===== config.mk =====
export PLATFORM = sky130hd
export DESIGN_NAME = vslide_seq
export DESIGN_NICKNAME = d
export VERILOG_FILES = /design/src/rtl/vslide_seq.sv
export SDC_FILE = /design/constraint.sdc
export NUM_CORES = 1
export LEC_CHECK = 0
export CAP_MARGIN = 20
export CORE_ASPECT_RATIO = 1.25
export CORE_MARGIN = 8
export CORE_UTILIZATION = 50
export CTS_BUF_LIST = sky130_fd_sc_hd__clkbuf_4
export CTS_CLUSTER_SIZE = 24
export DETAILED_ROUTE_END_ITERATION = 16
export HOLD_SLACK_MARGIN = 0.05
export PLACE_DENSITY_LB_ADDON = 0.08
export SLEW_MARGIN = 20
export SYNTH_ARGS = -nofsm -noshare
export SYNTH_HDL_FRONTEND = slang
export SYNTH_SLANG_ARGS = --single-unit
export TNS_END_PERCENT = 10

===== constraint.sdc =====
create_clock -name clk -period 3.6 [get_ports clk]
set_clock_uncertainty 0.05 [all_clocks]
set_input_delay 0.36 -clock clk [delete_from_list [all_inputs] [get_ports clk]]
set_output_delay 0.36 -clock clk [all_outputs]
set_load 0.01 [all_outputs]

===== src/rtl/vslide_seq.sv =====
// rtl/vslide_seq.sv - issue sequencer feeding vs2 beats to the vector slide unit
//
// Accepts one vslide1up/vslide1down command, reads vs2 from the VRF one beat
// per cycle and presents the beats to the slide unit on consecutive cycles.
//
// Ports:
//   clk, rst                  clock, synchronous active-high reset
//   cmd_valid/cmd_ready       command handshake (ready = idle)
//   cmd_opSel, cmd_insert     slide direction, insert flag
//   cmd_sew, cmd_vl           element width code, element count
//   cmd_src_addr/dst_addr     vs2 / vd base beat addresses
//   cmd_scalar                scalar operand, SEW-aligned in low bits
//   rd_req_valid/addr         VRF read request
//   rd_resp_data              VRF data, READ_LAT cycles after the request
//   sl_*                      slide unit input bus
//   busy                      command in flight
//   done                      one-cycle completion pulse
module vslide_seq #(
    parameter int DATA_WIDTH = 64,
    parameter int ADDR_WIDTH = 32,
    parameter int SEW_WIDTH  = 2,
    parameter int VL_WIDTH   = 12,
    parameter int READ_LAT   = 2
) (
    input  logic                    clk,
    input  logic                    rst,
    input  logic                    cmd_valid,
    output logic                    cmd_ready,
    input  logic                    cmd_opSel,
    input  logic                    cmd_insert,
    input  logic [SEW_WIDTH-1:0]    cmd_sew,
    input  logic [VL_WIDTH-1:0]     cmd_vl,
    input  logic [ADDR_WIDTH-1:0]   cmd_src_addr,
    input  logic [ADDR_WIDTH-1:0]   cmd_dst_addr,
    input  logic [DATA_WIDTH-1:0]   cmd_scalar,
    output logic                    rd_req_valid,
    output logic [ADDR_WIDTH-1:0]   rd_req_addr,
    input  logic [DATA_WIDTH-1:0]   rd_resp_data,
    output logic                    sl_valid,
    output logic [DATA_WIDTH-1:0]   sl_vec0,
    output logic [DATA_WIDTH-1:0]   sl_vec1,
    output logic [SEW_WIDTH-1:0]    sl_sew,
    output logic                    sl_start,
    output logic                    sl_end,
    output logic                    sl_opSel,
    output logic                    sl_insert,
    output logic [ADDR_WIDTH-1:0]   sl_addr,
    output logic [DATA_WIDTH/8-1:0] sl_be,
    output logic                    busy,
    output logic                    done
);
    localparam int BW  = DATA_WIDTH / 8;
    localparam int BL  = $clog2(BW);
    localparam int BYW = VL_WIDTH + 3;

    localparam logic [1:0] S_IDLE  = 2'd0;
    localparam logic [1:0] S_ISSUE = 2'd1;
    localparam logic [1:0] S_DRAIN = 2'd2;

    logic [1:0]            state;
    logic                  op_q, ins_q;
    logic [SEW_WIDTH-1:0]  sew_q;
    logic [DATA_WIDTH-1:0] scalar_q;
    logic [ADDR_WIDTH-1:0] src_q, dst_q;
    logic [VL_WIDTH-1:0]   nbeats_q, idx_q;
    logic [BW-1:0]         last_be_q;
    logic                  done_empty_q;

    // Metadata pipe: travels alongside the VRF read so it lines up with rd_resp_data.
    logic                  p_v     [READ_LAT];
    logic                  p_start [READ_LAT];
    logic                  p_end   [READ_LAT];
    logic [ADDR_WIDTH-1:0] p_addr  [READ_LAT];
    logic [BW-1:0]         p_be    [READ_LAT];

    logic [BYW-1:0]  bytes_c;
    logic [VL_WIDTH-1:0] nbeats_c;
    logic [BL-1:0]   rem_c;
    logic [BW-1:0]   one_hot_c, last_be_c;
    logic            accept, issuing, is_last;

    always_comb begin
        bytes_c   = BYW'(cmd_vl) << cmd_sew;
        nbeats_c  = VL_WIDTH'((bytes_c + BYW'(BW - 1)) >> BL);
        rem_c     = bytes_c[BL-1:0];
        one_hot_c = BW'(1) << rem_c;
        last_be_c = (rem_c == '0) ? '1 : (one_hot_c - BW'(1));
    end

    assign cmd_ready    = (state == S_IDLE);
    assign busy         = ~cmd_ready;
    assign accept       = cmd_valid & cmd_ready;
    assign issuing      = (state == S_ISSUE);
    assign is_last      = (idx_q == nbeats_q - VL_WIDTH'(1));
    assign rd_req_valid = issuing;
    assign rd_req_addr  = issuing ? (src_q + ADDR_WIDTH'(idx_q)) : '0;

    always_ff @(posedge clk) begin
        if (rst) begin
            state        <= S_IDLE;
            op_q         <= 1'b0;
            ins_q        <= 1'b0;
            sew_q        <= '0;
            scalar_q     <= '0;
            src_q        <= '0;
            dst_q        <= '0;
            nbeats_q     <= '0;
            idx_q        <= '0;
            last_be_q    <= '0;
            done_empty_q <= 1'b0;
        end else begin
            done_empty_q <= accept && (nbeats_c == '0);
            case (state)
                S_IDLE: begin
                    if (accept && nbeats_c != '0) begin
                        op_q      <= cmd_opSel;
                        ins_q     <= cmd_insert;
                        sew_q     <= cmd_sew;
                        scalar_q  <= cmd_scalar;
                        src_q     <= cmd_src_addr;
                        dst_q     <= cmd_dst_addr;
                        nbeats_q  <= nbeats_c;
                        last_be_q <= last_be_c;
                        idx_q     <= '0;
                        state     <= S_ISSUE;
                    end
                end
                S_ISSUE: begin
                    idx_q <= idx_q + VL_WIDTH'(1);
                    if (is_last) state <= S_DRAIN;
                end
                S_DRAIN: begin
                    // End beat is in the output register now; idle from next cycle.
                    if (sl_valid && sl_end) state <= S_IDLE;
                end
                default: state <= S_IDLE;
            endcase
        end
    end

    always_ff @(posedge clk) begin
        if (rst) begin
            for (int i = 0; i < READ_LAT; i++) begin
                p_v[i]     <= 1'b0;
                p_start[i] <= 1'b0;
                p_end[i]   <= 1'b0;
                p_addr[i]  <= '0;
                p_be[i]    <= '0;
            end
        end else begin
            p_v[0]     <= issuing;
            p_start[0] <= issuing && (idx_q == '0);
            p_end[0]   <= issuing && is_last;
            p_addr[0]  <= dst_q + ADDR_WIDTH'(idx_q);
            p_be[0]    <= is_last ? last_be_q : '1;
            for (int i = 1; i < READ_LAT; i++) begin
                p_v[i]     <= p_v[i-1];
                p_start[i] <= p_start[i-1];
                p_end[i]   <= p_end[i-1];
                p_addr[i]  <= p_addr[i-1];
                p_be[i]    <= p_be[i-1];
            end
        end
    end

    // Output register: metadata leaves the pipe on the same edge the read data is captured.
    always_ff @(posedge clk) begin
        if (rst) begin
            sl_valid <= 1'b0;
            sl_start <= 1'b0;
            sl_end   <= 1'b0;
            sl_addr  <= '0;
            sl_be    <= '0;
            sl_vec0  <= '0;
        end else begin
            sl_valid <= p_v[READ_LAT-1];
            sl_start <= p_v[READ_LAT-1] & p_start[READ_LAT-1];
            sl_end   <= p_v[READ_LAT-1] & p_end[READ_LAT-1];
            sl_addr  <= p_v[READ_LAT-1] ? p_addr[READ_LAT-1] : '0;
            sl_be    <= p_v[READ_LAT-1] ? p_be[READ_LAT-1] : '0;
            sl_vec0  <= p_v[READ_LAT-1] ? rd_resp_data : '0;
        end
    end

    assign sl_vec1   = sl_valid ? scalar_q : '0;
    assign sl_sew    = sl_valid ? sew_q : '0;
    assign sl_opSel  = sl_valid & op_q;
    assign sl_insert = sl_valid & ins_q;
    assign done      = done_empty_q | (sl_valid & sl_end);
endmodule


==> flow_metrics.tcl <==
set metrics [dict create \
    nFillCells 2403 \
    ys_warn_count 0 \
    clock_path_buffers 3 \
    die-area_sq_mm 0.0364 \
    cp_common_cell "a21oi_2" \
    ant_nets 0 \
    r2r_slack_ns 0.53 \
    path_class "reg2out" \
    r2r_cells 11 \
    synth.distinct_cells 67 \
    comb_power_share_pct 12.0 \
    crit_arrival_ns 3.23 \
    critPathRequiredTime_ns 3.19 \
    start_kind "flip-flop" \
    p_switching_mw 2.18 \
    synth_top_cell_area_share_pct 47.2 \
    dp_hpwl_mm 33.7 \
    finalHoldViolations 0 \
    synth.most_common_cell "dfxtp_1" \
    synth_area_sq_mm 0.0153 \
    synthTopCellsByCount "dfxtp_1 (360), a21oi_1 (195), and2_1 (179), nand3_1 (149), o21ai_0 (95)" \
    worst-path-buf-inv 4 \
    cts_tree "built" \
    rr_startpoint "idx_q[0]$_SDFFE_PP0P_" \
    worstPathMaxFanout 10 \
    fp.dieW_um 172 \
    first_iter_violations 892 \
    slew_headroom_pct 27.4 \
    drv_slew 0 \
    internal_power_mw 6.36 \
    cp-startpoint "src_q[1]$_SDFFE_PP0P_" \
    final_area_sq_mm 0.0213 \
    pin_count 422 \
    hold_path_depth 2 \
    cp_cell_sequence "inv_1 -> fa_2 -> nor2b_4 -> o21a_1 -> o21ai_2 -> a21oi_2 -> o31ai_2 -> buf_4 -> buf_12 -> or3_4 -> a21oi_2 -> buf_2" \
    setup_viol 4 \
    htree_levels 3 \
    switching_share_pct 25.5 \
    rsz0062_at_grt "true" \
    yosysTopAreaCell "dfxtp_1" \
    synth_async_sr_flop_share_pct 0 \
    min_period_over_period_pct 101 \
    num_vias 14406 \
    worstMarginPinSlew_ns 1.09 \
    finalNetCount 2420 \
    synth_ff_type "dfxtp_1" \
    setup.worst_path.end_class "primary output" \
    stdcell_count 2645 \
    yosys-top-cells-area "dfxtp_1 (47%), and2_1 (7.3%), a21oi_1 (6.4%)" \
    grt_antenna_before_repair 2 \
    drive_gt1_share_pct 13.8 \
    power_frac_clock_pct 38.2 \
    core.rowCount 71 \
    seqPwrFrac_pct 49.8 \
    r2r-end "p_addr[0][16]$_SDFF_PP0_" \
    dp.cells 2477 \
    core_sq_mm 0.0301 \
    max_freq_ghz 0.275 \
    ir_drop_mv 0.208 \
    synth_seq_area_share_pct 47.2 \
    hold_path_end "p_be[1][1]$_SDFF_PP0_" \
    grt_pass1_vias 14218 \
    clkLatencyLatePin_ns 0.73 \
    syn_nets 1962 \
    grt_usage_pct 25.4 \
    path_delay_family "compound AO/OA/AOI/OAI gates" \
    power_leakage_nw 8.20 \
    min_from "rst" \
    avgViaCountPerCell 5.45 \
    avgRoutedWirePerCell_um 18.1 \
    power.density_mw_per_mm2 400 \
    gp_congestion 0.944 \
    setup_ws_ns -0.0387 \
    wl_mm 48.0 \
    synth_enable_flop_cells 0 \
    final_core_util_pct 70.9 \
    dieHeight_um 211 \
    status "complete, but fails checks" \
    clk_pin_slew_ns 0.06 \
    grt_pass1_wl_mm 74.5 \
    overflow 0 \
    drc_errors 0 \
    synth_area_per_cell_sq_um 8.88 \
    drt_pass1_iterations 8 \
    ys_ff_latch 360 \
    maxCapViolCount 0 \
    hold_buffers 0 \
    critPathMaxStageDelay_ns 0.42 \
    post_dp_cell_area_sq_mm 0.0201 \
    period_needed_ns 3.64 \
    cts_buffers 88 \
    cts.sinks 360 \
    failed_checks "setup timing" \
    area_growth_pct 39.8 \
    grt_max_degree 108 \
    start_util_pct 50.7 \
    cp_slowest_cell "fa_2" \
    hold_class "in2reg" \
    port_buffers 421 \
    cts-root-buf "clkbuf_4" \
    syn-instance-count 1720 \
]
==> stage by stage <==
step	worst slack [ns]	power (mW)	TNS, ns	hold slack, ns
2_1_floorplan	0.567	4.85	0	0.356
3_3_place_gp	-0.0288	5.32	-0.377	0.359
3_5_place_dp	-0.0982	5.35	-2.26	0.361
4_1_cts	-0.0913	8.64	-0.553	0.0540
5_1_grt	-0.185	8.98	-1.82	0.103
6_report	-0.0387	8.53	-0.0815	0.130
==> per-layer routing <==
| metal | vias up | global-route usage (%) | part of all wire (%) |
|---|---|---|---|
| li1 | 7018 | - | - |
| met1 | 6673 | 28.3 | 38 |
| met2 | 596 | 44.2 | 50 |
| met3 | 119 | 6.78 | 8.3 |
| met4 | 0 | 11.9 | 3.8 |
| met5 | - | 0 | 0 |
==> kinds of logic (layout without fill, tap and decap cells) <==
| group | count (synthesis) | in the layout | synth area share (%) |
|---|---|---|---|
| xor gates and xnor gates | 43 | 43 | 2.47 |
| buffers and inverters | 157 | 678 | 4.58 |
| adders and majority gates | 31 | 31 | 2.64 |
| DFF | 360 | 360 | 47.2 |
| muxes | 25 | 25 | 2.33 |
| AOI/OAI and AO/OA | 475 | 475 | 18.2 |
| and+or+nand+nor | 629 | 629 | 22.5 |
| other | 0 | 3 | 0 |
==> cell type report <==
| cell class | count | area [sq um] | area share [%] |
|---|---|---|---|
| diodes | 3 | 7.51 | 0.0352 |
| inverters | 24 | 90.1 | 0.422 |
| well taps | 401 | 502 | 2.35 |
| flip-flops and latches | 360 | 7210 | 33.8 |
| clock buffers | 127 | 953 | 4.47 |
| clock inverters | 26 | 126 | 0.592 |
| multi-input cells | 1203 | 7510 | 35.2 |
| repair buffers | 501 | 4940 | 23.2 |
==> state kept, by name, summed over array words and instances (netlist names) <==
name and count:
nbeats_q 12, last_be_q 8, p_v 2, sl_start 1
scalar_q 64, sl_valid 1, op_q 1, state 2
sl_vec0 64, done_empty_q 1, sew_q 2, sl_addr 32
sl_end 1, src_q 32, p_addr 64, idx_q 12
p_start 2, dst_q 32, p_end 2, p_be 16
sl_be 8, ins_q 1
==> repair_timing <==
| item | 4_1_cts | 5_1_grt |
|---|---|---|
| buffers inserted | 9 | 2 |
| pin swaps | 13 | 9 |
| resized for setup | 78 | 21 |
| setup endpoints to repair | 25 | 22 |
| cloned | 1 | 0 |
==> power groups by stage <==
stage | Sequential (mW) | Combinational, mW | Clock (mW)
after global placement | 4.32 | 0.998 | 0
after CTS | 4.24 | 1.03 | 3.37
after floorplan | 4.30 | 0.548 | 0
after detailed placement | 4.33 | 1.02 | 0
final | 4.25 | 1.03 | 3.26
after global routing | 4.26 | 1.12 | 3.60
==> layout by cell type, fill, tap and decap left out, types with 10 or more instances in the layout <==
cell               n
clkbuf_4         127
xnor2_1           19
or3_1             18
clkdlybuf4s50_1  397
nor3_1            34
a211oi_2          13
inv_1             22
and2_1           178
nor2b_1           55
nand3_1          149
nor2_1            57
ha_1              28
or2_2             12
clkinv_1          21
o211ai_1          10
nand4_1           13
nand2_1           61
o21ai_0           90
and3_1            10
mux2i_1           13
o21ai_1           74
a21o_1            14
a21oi_1          190
or4_1             10
buf_12            16
xor2_1            24
buf_4             62
dfxtp_1          355
==> worst max-delay path by stage <==
stage / slack, ns / cells after the start / endpoint
after floorplan: 0.57 / 11 / rd_req_addr[14]
after global placement: -0.03 / 10 / sew_q[1]$_SDFFE_PP0P_
after detailed placement: -0.1 / 11 / rd_req_addr[24]
after CTS: -0.09 / 13 / rd_req_addr[14]
after global routing: -0.18 / 9 / rd_req_addr[31]
final: -0.04 / 12 / rd_req_addr[14]
(Power assumes the default switching activity.)
